### src/rtl/mpu_stream_service_pkg.sv
// Shared types and constants for the MPU stream service: FSM state encoding
// and header layout helpers.
package pkg_mpu;

    typedef enum logic [2:0] {
        IDLE,
        HDR_LEN,
        HDR_BASE,
        ST_REQ,
        ST_RUN,
        LD_REQ,
        LD_RUN,
        DRAIN
    } fsm_mpu_stream_t;

    localparam int HDR_WORDS = 3;

    // Direction flag sits in the MSB of header word 0.
    function automatic int dir_bit_idx(input int width_data);
        return width_data - 1;
    endfunction

endpackage

### src/rtl/mpu_stream_service_ring_buff_ctrl_cnt.sv
// Ring-buffer pointer/occupancy controller. Storage lives in the parent; this
// block only tracks addresses, count and registered full/empty flags.
module ring_buff_ctrl_cnt #(
    parameter int NUM_ENTRY = 128
) (
    input  logic                         clock,
    input  logic                         reset,
    input  logic                         I_We,
    input  logic                         I_Re,
    output logic [$clog2(NUM_ENTRY)-1:0] O_WAddr,
    output logic [$clog2(NUM_ENTRY)-1:0] O_RAddr,
    output logic                         O_Full,
    output logic                         O_Empty,
    output logic [$clog2(NUM_ENTRY):0]   O_Num
);

    localparam int ADDR_W = $clog2(NUM_ENTRY);

    logic [ADDR_W-1:0] waddr_reg, raddr_reg;
    logic [ADDR_W:0]   num_reg, num_next;
    logic              full_reg, empty_reg;
    logic              we_ok, re_ok;

    // A write is refused only when full, regardless of a same-cycle read.
    assign we_ok    = I_We & ~full_reg;
    assign re_ok    = I_Re & ~empty_reg;
    assign num_next = num_reg + (ADDR_W+1)'(we_ok) - (ADDR_W+1)'(re_ok);

    always_ff @(posedge clock) begin
        if (reset) begin
            waddr_reg <= '0;
            raddr_reg <= '0;
            num_reg   <= '0;
            full_reg  <= 1'b0;
            empty_reg <= 1'b1;
        end else begin
            if (we_ok) waddr_reg <= waddr_reg + 1'b1;
            if (re_ok) raddr_reg <= raddr_reg + 1'b1;
            num_reg   <= num_next;
            full_reg  <= (num_next == (ADDR_W+1)'(NUM_ENTRY));
            empty_reg <= (num_next == '0);
        end
    end

    assign O_WAddr = waddr_reg;
    assign O_RAddr = raddr_reg;
    assign O_Full  = full_reg;
    assign O_Empty = empty_reg;
    assign O_Num   = num_reg;

endmodule

### src/rtl/mpu_stream_service.sv
// MPU data service: header-configured store (extern -> data memory) or load
// (data memory -> extern) transfer through a shared ring buffer.
module mpu_stream_service
    import pkg_mpu::*;
#(
    parameter int WIDTH_DATA  = 32,
    parameter int BUFF_SIZE   = 128,
    parameter int WIDTH_LEN   = 16,
    parameter int NOTIFY_MARK = BUFF_SIZE / 2
) (
    input  logic                  clock,
    input  logic                  reset,
    input  logic                  I_Req,
    input  logic [WIDTH_DATA-1:0] I_Data,
    output logic                  O_Rdy,
    output logic                  O_Req,
    output logic [WIDTH_DATA-1:0] O_Data,
    input  logic                  I_Rdy,
    output logic                  O_St_Req,
    input  logic                  I_St_Grant,
    output logic                  O_St_Valid,
    output logic [WIDTH_DATA-1:0] O_St_Data,
    input  logic                  I_St_Rdy,
    output logic                  O_St_Rls,
    output logic                  O_Ld_Req,
    input  logic                  I_Ld_Grant,
    input  logic                  I_Ld_Valid,
    input  logic [WIDTH_DATA-1:0] I_Ld_Data,
    output logic                  O_Ld_Rdy,
    input  logic                  I_Ld_Rls,
    output logic [WIDTH_DATA-2:0] O_Stride,
    output logic [WIDTH_LEN-1:0]  O_Length,
    output logic [WIDTH_DATA-1:0] O_Base,
    output logic                  O_Busy,
    output logic                  O_Notify,
    output logic                  O_Err
);

    localparam int ADDR_W                 = $clog2(BUFF_SIZE);
    localparam int DIR_IDX                = dir_bit_idx(WIDTH_DATA);
    localparam logic [ADDR_W:0] MARK      = (ADDR_W+1)'(NOTIFY_MARK);
    localparam logic [WIDTH_LEN-1:0] ONE  = WIDTH_LEN'(1);

    fsm_mpu_stream_t state_reg, state_next;

    logic                  dir_reg;
    logic [WIDTH_DATA-2:0] stride_reg;
    logic [WIDTH_LEN-1:0]  len_reg;
    logic [WIDTH_DATA-1:0] base_reg;
    logic [WIDTH_LEN-1:0]  cnt_in_reg, cnt_out_reg, cnt_in_after;
    logic                  err_reg, err_next;
    logic                  hdr0_acc, hdr1_acc, hdr2_acc;
    logic                  ext_rdy, st_req, st_valid, st_rls;
    logic                  ld_req, ld_rdy, ld_out_valid;
    logic                  push, pop, in_left;

    logic [WIDTH_DATA-1:0] buf_mem [BUFF_SIZE];
    logic [WIDTH_DATA-1:0] wr_data, head_data;
    logic [ADDR_W-1:0]     waddr, raddr;
    logic                  buf_full, buf_empty;
    logic [ADDR_W:0]       buf_num, buf_num_next;

    assign in_left      = (cnt_in_reg < len_reg);
    assign cnt_in_after = cnt_in_reg + (push ? ONE : '0);

    always_comb begin
        state_next   = state_reg;
        err_next     = 1'b0;
        hdr0_acc     = 1'b0;
        hdr1_acc     = 1'b0;
        hdr2_acc     = 1'b0;
        ext_rdy      = 1'b0;
        st_req       = 1'b0;
        st_valid     = 1'b0;
        st_rls       = 1'b0;
        ld_req       = 1'b0;
        ld_rdy       = 1'b0;
        ld_out_valid = 1'b0;
        push         = 1'b0;
        pop          = 1'b0;
        case (state_reg)
            IDLE: begin
                ext_rdy = 1'b1;
                if (I_Req) begin
                    hdr0_acc   = 1'b1;
                    state_next = HDR_LEN;
                end
            end
            HDR_LEN: begin
                ext_rdy = 1'b1;
                if (I_Req) begin
                    hdr1_acc = 1'b1;
                    if (I_Data[WIDTH_LEN-1:0] == '0) begin
                        err_next   = 1'b1;
                        state_next = IDLE;
                    end else begin
                        state_next = HDR_BASE;
                    end
                end
            end
            HDR_BASE: begin
                ext_rdy = 1'b1;
                if (I_Req) begin
                    hdr2_acc   = 1'b1;
                    state_next = dir_reg ? LD_REQ : ST_REQ;
                end
            end
            ST_REQ: begin
                // Words are buffered ahead of the memory grant.
                st_req  = 1'b1;
                ext_rdy = ~buf_full & in_left;
                push    = I_Req & ext_rdy;
                if (I_St_Grant) state_next = ST_RUN;
            end
            ST_RUN: begin
                st_req   = 1'b1;
                ext_rdy  = ~buf_full & in_left;
                push     = I_Req & ext_rdy;
                st_valid = ~buf_empty;
                pop      = st_valid & I_St_Rdy;
                if (pop && (cnt_out_reg + ONE == len_reg)) begin
                    st_rls     = 1'b1;
                    state_next = IDLE;
                end
            end
            LD_REQ: begin
                ld_req = 1'b1;
                if (I_Ld_Grant) state_next = LD_RUN;
            end
            LD_RUN: begin
                ld_req       = 1'b1;
                ld_rdy       = ~buf_full & in_left;
                push         = I_Ld_Valid & ld_rdy;
                ld_out_valid = ~buf_empty;
                pop          = ld_out_valid & I_Rdy;
                // A short stream is flagged but whatever arrived is still delivered.
                if (I_Ld_Rls) begin
                    state_next = DRAIN;
                    err_next   = (cnt_in_after != len_reg);
                end
            end
            DRAIN: begin
                ld_out_valid = ~buf_empty;
                pop          = ld_out_valid & I_Rdy;
                if (buf_empty) state_next = IDLE;
            end
            default: state_next = IDLE;
        endcase
    end

    always_ff @(posedge clock) begin
        if (reset) begin
            state_reg   <= IDLE;
            dir_reg     <= 1'b0;
            stride_reg  <= '0;
            len_reg     <= '0;
            base_reg    <= '0;
            cnt_in_reg  <= '0;
            cnt_out_reg <= '0;
            err_reg     <= 1'b0;
        end else begin
            state_reg <= state_next;
            err_reg   <= err_next;
            if (hdr0_acc) begin
                dir_reg     <= I_Data[DIR_IDX];
                stride_reg  <= I_Data[WIDTH_DATA-2:0];
                cnt_in_reg  <= '0;
                cnt_out_reg <= '0;
            end else begin
                if (push) cnt_in_reg  <= cnt_in_reg + ONE;
                if (pop)  cnt_out_reg <= cnt_out_reg + ONE;
            end
            if (hdr1_acc) len_reg  <= I_Data[WIDTH_LEN-1:0];
            if (hdr2_acc) base_reg <= I_Data;
        end
    end

    assign wr_data = (state_reg == LD_RUN) ? I_Ld_Data : I_Data;

    always_ff @(posedge clock) begin
        if (push) buf_mem[waddr] <= wr_data;
    end

    assign head_data = buf_mem[raddr];

    ring_buff_ctrl_cnt #(
        .NUM_ENTRY (BUFF_SIZE)
    ) u_ring (
        .clock   (clock),
        .reset   (reset),
        .I_We    (push),
        .I_Re    (pop),
        .O_WAddr (waddr),
        .O_RAddr (raddr),
        .O_Full  (buf_full),
        .O_Empty (buf_empty),
        .O_Num   (buf_num)
    );

    assign buf_num_next = buf_num + (ADDR_W+1)'(push) - (ADDR_W+1)'(pop);

    // Data outputs are gated so stale storage never shows while idle.
    assign O_Rdy      = ext_rdy;
    assign O_Req      = ld_out_valid;
    assign O_Data     = ld_out_valid ? head_data : '0;
    assign O_St_Req   = st_req;
    assign O_St_Valid = st_valid;
    assign O_St_Data  = st_valid ? head_data : '0;
    assign O_St_Rls   = st_rls;
    assign O_Ld_Req   = ld_req;
    assign O_Ld_Rdy   = ld_rdy;
    assign O_Stride   = stride_reg;
    assign O_Length   = len_reg;
    assign O_Base     = base_reg;
    assign O_Busy     = (state_reg != IDLE);
    assign O_Notify   = (buf_num < MARK) && (buf_num_next >= MARK);
    assign O_Err      = err_reg;

endmodule

### config.mk
export PLATFORM = sky130hd
export DESIGN_NAME = mpu_stream_service
export DESIGN_NICKNAME = d
export VERILOG_FILES = /design/src/rtl/mpu_stream_service_pkg.sv /design/src/rtl/mpu_stream_service_ring_buff_ctrl_cnt.sv /design/src/rtl/mpu_stream_service.sv
export SDC_FILE = /design/constraint.sdc
export NUM_CORES = 2
export LEC_CHECK = 0
export CAP_MARGIN = 10
export CORE_MARGIN = 4
export CORE_UTILIZATION = 25
export CTS_BUF_LIST = sky130_fd_sc_hd__clkbuf_16
export CTS_CLUSTER_DIAMETER = 100
export DETAILED_ROUTE_END_ITERATION = 8
export GPL_TIMING_DRIVEN = 0
export MAX_ROUTING_LAYER = met4
export SYNTH_ARGS = -nofsm -noshare
export SYNTH_HDL_FRONTEND = slang
export SYNTH_HIERARCHICAL = 1
export SYNTH_SLANG_ARGS = --single-unit
export TNS_END_PERCENT = 30
### constraint.sdc
create_clock -name clock -period 4.7 [get_ports clock]
set_input_delay 0.705 -clock clock [delete_from_list [all_inputs] [get_ports clock]]
set_output_delay 0.705 -clock clock [all_outputs]
set_load 0.1 [all_outputs]
==> summary.txt <==
Status
  – Outcome: finished with violations
  – Failing checks: setup timing

Floorplan
  – I/O pins: 226
  – Die Area: 0.672 sq mm
  – Die W: 820 um
  – Die Ht: 820 um
  – # rows: 297
  – Core Area: 0.655 sq mm
  – Starting density of the core: 25.1%

Setup path
  – R2r endpoint: buf_mem[74][12]
  – Critical path type: reg -> out
  – CP Launch Type: flop
  – Worst path arrival time: 4.47 ns
  – Crit path max fanout: 6
  – Origin of the worst setup path: O_Length[11]
  – Reg2reg start: O_Length[9]
  – Worst setup EP type: primary output
  – Worst R2R Path Depth: 14
  – Req. time, crit path: 3.99 ns
  – R2R Setup Slk: -0.04 ns

Clock tree
  – Worst-path clk slew: 0.06 ns
  – Worst-skew pair later-pin latency: 1.02 ns
  – CTS Buf Count: 406
  – Maximum clock insertion buffer count: 4
  – CTS tree: yes
  – CTS root buffer: clkbuf_16
  – H-tree Lvls: 5
  – CTS Sinks: 4236
  – Post-CTS Hold Fix Bufs: 0

Global routing
  – Global route total overflow: 0
  – Vias in the first global route: 85350
  – Initial antenna violation count: 21
  – Pin count of the biggest net entering global routing: 81
  – First-pass GRT wire length: 692000 um
  – Total GRT Usage: 14.9%

STA
  – Worst-margin pin slew: 1.16 ns
  – Hold_ws: 0.342 ns
  – Final hold vios: 0
  – Setup TNS Final: -15.77 ns
  – Setup Skew: 0.0819 ns
  – Unrepaired setup endpoints after global routing: yes
  – Max-slew headroom: 22.7%
  – Setup Viol. Count Final: 88
  – Period utilization: 110%
  – Final min period: 5.18 ns
  – Max frequency: 0.193 GHz
  – Worst setup margin: -0.479 ns
  – Max Slew Vio Count: 0

Route
  – DR top layer: met4
  – DRT iter0 DRCs: 11559
  – First drt pass iteration count: 6
  – Via count: 87213
  – DRC Markers: 0
  – Metal3 WL: 40500 um
  – Vias per inst: 4.80
  – Per-cell routed wire length: 27.7 um
  – Post-Route WL: 504000 um
  – Antenna viol nets, final: 0
  – Met2 wire length: 242000 um
  – Wire length on met1: 197000 um

Cells and area
  – Share of cells above drive strength 1: 31.3%
  – Nets: 9254
  – Post-route cell area: 0.205 sq mm
  – Max reg flops: 4096
  – Most flops, register: buf_mem
  – Area Growth Syn to Fin: 24.6%
  – Fillers: 62175
  – Post-layout util: 31.3%

Worst hold path
  – Hold path depth: 3
  – Worst Hold Class: in -> reg
  – Min-Delay Startpoint: I_Data[24]
  – Hold Path Sink: O_Stride[24]

Power and ir drop
  – Cell area power density: 377 mW/mm^2
  – Tot Pwr: 0.0774 W
  – Cell Int Power: 0.0610 W
  – Clk pwr share: 42.9%
  – Sw Ratio: 21.2%
  – Sw power: 0.0164 W
  – Static leakage: 61.4 nW
  – Seq pwr share: 53.7%
  – Logic pwr share: 3.4%
  – Peak VDD IR: 0.000338 V

Placement
  – Placer Congestion: 0.924
  – Input/output buffers: 225
  – Area post-placement: 0.183 sq mm
  – Detailed placement HPWL: 341000 um

Synthesis
  – Net Count, Synth: 8183
  – Ys async rst share: 0%
  – Synth Area per Inst: 20.4 sq um
  – Post-synth top flop: edfxtp_1
  – Synth cell types: 67
  – Area leader, netlist: edfxtp_1
  – Mapped Cells: 8070
  – Yosys reg bits: 4236
  – Mapped cell area: 0.165 sq mm
  – Main area contributors after synthesis: edfxtp_1, mux4_2, mux2i_1
  – Sequential area share after synthesis: 76.4%
  – Post-synth top area share: 74.7%
  – Post-synth EDFFs: 4096
  – Syn. warnings: 6

Run
  – Max-Cap Viols: 0
## stage by stage
step | instances | setup WS (ns)
5_1_grt | 18161 | -0.624
3_3_place_gp | 16966 | -2.99
4_1_cts | 18028 | -0.619
6_report | 18165 | -0.479
2_1_floorplan | 8070 | -0.0827
3_5_place_dp | 17153 | -2.96
## synth_stat cells (4+ instances only)
master / n
a211o_1: 4
a21o_1: 17
a21oi_1: 177
a22oi_1: 514
a31oi_1: 7
and2_1: 5
and3_1: 17
buf_1: 36
buf_2: 175
buf_4: 15
buf_6: 16
clkbuf_1: 226
dfxtp_1: 140
edfxtp_1: 4096
ha_1: 38
inv_1: 49
mux2i_1: 517
mux4_2: 896
nand2_1: 375
nand2b_1: 6
nand3_1: 217
nand4_1: 86
nor2_1: 221
nor2b_1: 12
nor3_1: 10
nor3b_1: 4
nor4_1: 9
o21ai_0: 25
o31ai_1: 5
or3_1: 17
or4_1: 10
xnor2_1: 32
xor2_1: 38
## cell families after synthesis
family	after synthesis	synth area share, %
AND/OR/NAND/NOR	1008	2.79
XOR/XNOR	70	0.372
buffers and inverters	519	1.43
AO/OA/AOI/OAI	784	3.29
flip-flops	4236	76.4
multiplexers	1413	15.4
adder cells (fa/ha/maj)	40	0.313
## layout make-up
type | count | area, sq um | area share, %
buffer | 455 | 4410 | 2.15
clock buffer | 409 | 10200 | 4.99
inverter | 49 | 188 | 0.0915
antenna | 13 | 32.5 | 0.0159
clock inverter | 339 | 3150 | 1.54
multi-input combinational | 3315 | 40300 | 19.6
timing repair buffer | 678 | 10200 | 4.95
sequential | 4236 | 126000 | 61.4
tap | 8671 | 10800 | 5.29
## repair_timing
| action | CTS | global route |
|---|---|---|
| gates resized for setup | 1530 | 510 |
| setup buffers | 117 | 133 |
| endpoints found under the setup margin | 75 | 204 |
| gates cloned | 15 | 10 |
| pin swaps | 177 | 203 |
## layer usage
layer  vias to the layer above  global-route usage, %
met2                      3841                   23.8
met1                     46852                   19.0
met5                         -                      -
met4                         0                   5.85
li1                      35753                      -
met3                       767                   2.50
## critical path, stage by stage (launching register included)
cell and delay [ns]:
dfxtp_2 0.44, inv_1 0.18, ha_1 0.35, nand4_1 0.10, a21o_1 0.22, o21ai_4 0.19, buf_12 0.13, clkinvlp_4 0.13
ha_4 0.19, fa_2 0.33, a21o_1 0.18, a21oi_2 0.15, nor2b_2 0.06, o21a_1 0.20, o41ai_2 0.20, a31oi_1 0.07
o31a_2 0.17, buf_12 0.18
## power groups by stage
stage / registers [W] / clock network [W] / logic (W)
finish: 0.0416 / 0.0332 / 0.00265
global placement: 0.0426 / 0 / 0.00221
global route: 0.0415 / 0.0352 / 0.00277
detailed placement: 0.0424 / 0 / 0.00243
floorplan: 0.0427 / 0 / 0.00105
CTS: 0.0416 / 0.0336 / 0.00257
## worst max path at each step
| stage | endpoint | slack [ns] | cells after the start |
|---|---|---|---|
| 3_5_place_dp | O_Data[12] | -2.96 | 10 |
| 2_1_floorplan | O_Notify | -0.08 | 18 |
| 6_report | O_Notify | -0.48 | 17 |
| 4_1_cts | O_Notify | -0.62 | 18 |
| 3_3_place_gp | O_Data[14] | -2.99 | 10 |
| 5_1_grt | O_Notify | -0.62 | 19 |
## placed cells by master (no fill, tap or decap), types with 146 or more instances in the layout
cell             Yosys  final
edfxtp_1          4096   4096
mux4_2             896    896
mux2i_1            517    508
clkbuf_16            0    427
nand2_1            375    341
a22oi_1            514    275
buf_12               0    246
a22oi_2              0    239
buf_4               15    186
a21oi_1            177    174
clkdlybuf4s50_1      0    155
buf_6               16    146
No activity file was read; power rests on OpenSTA's default activity.
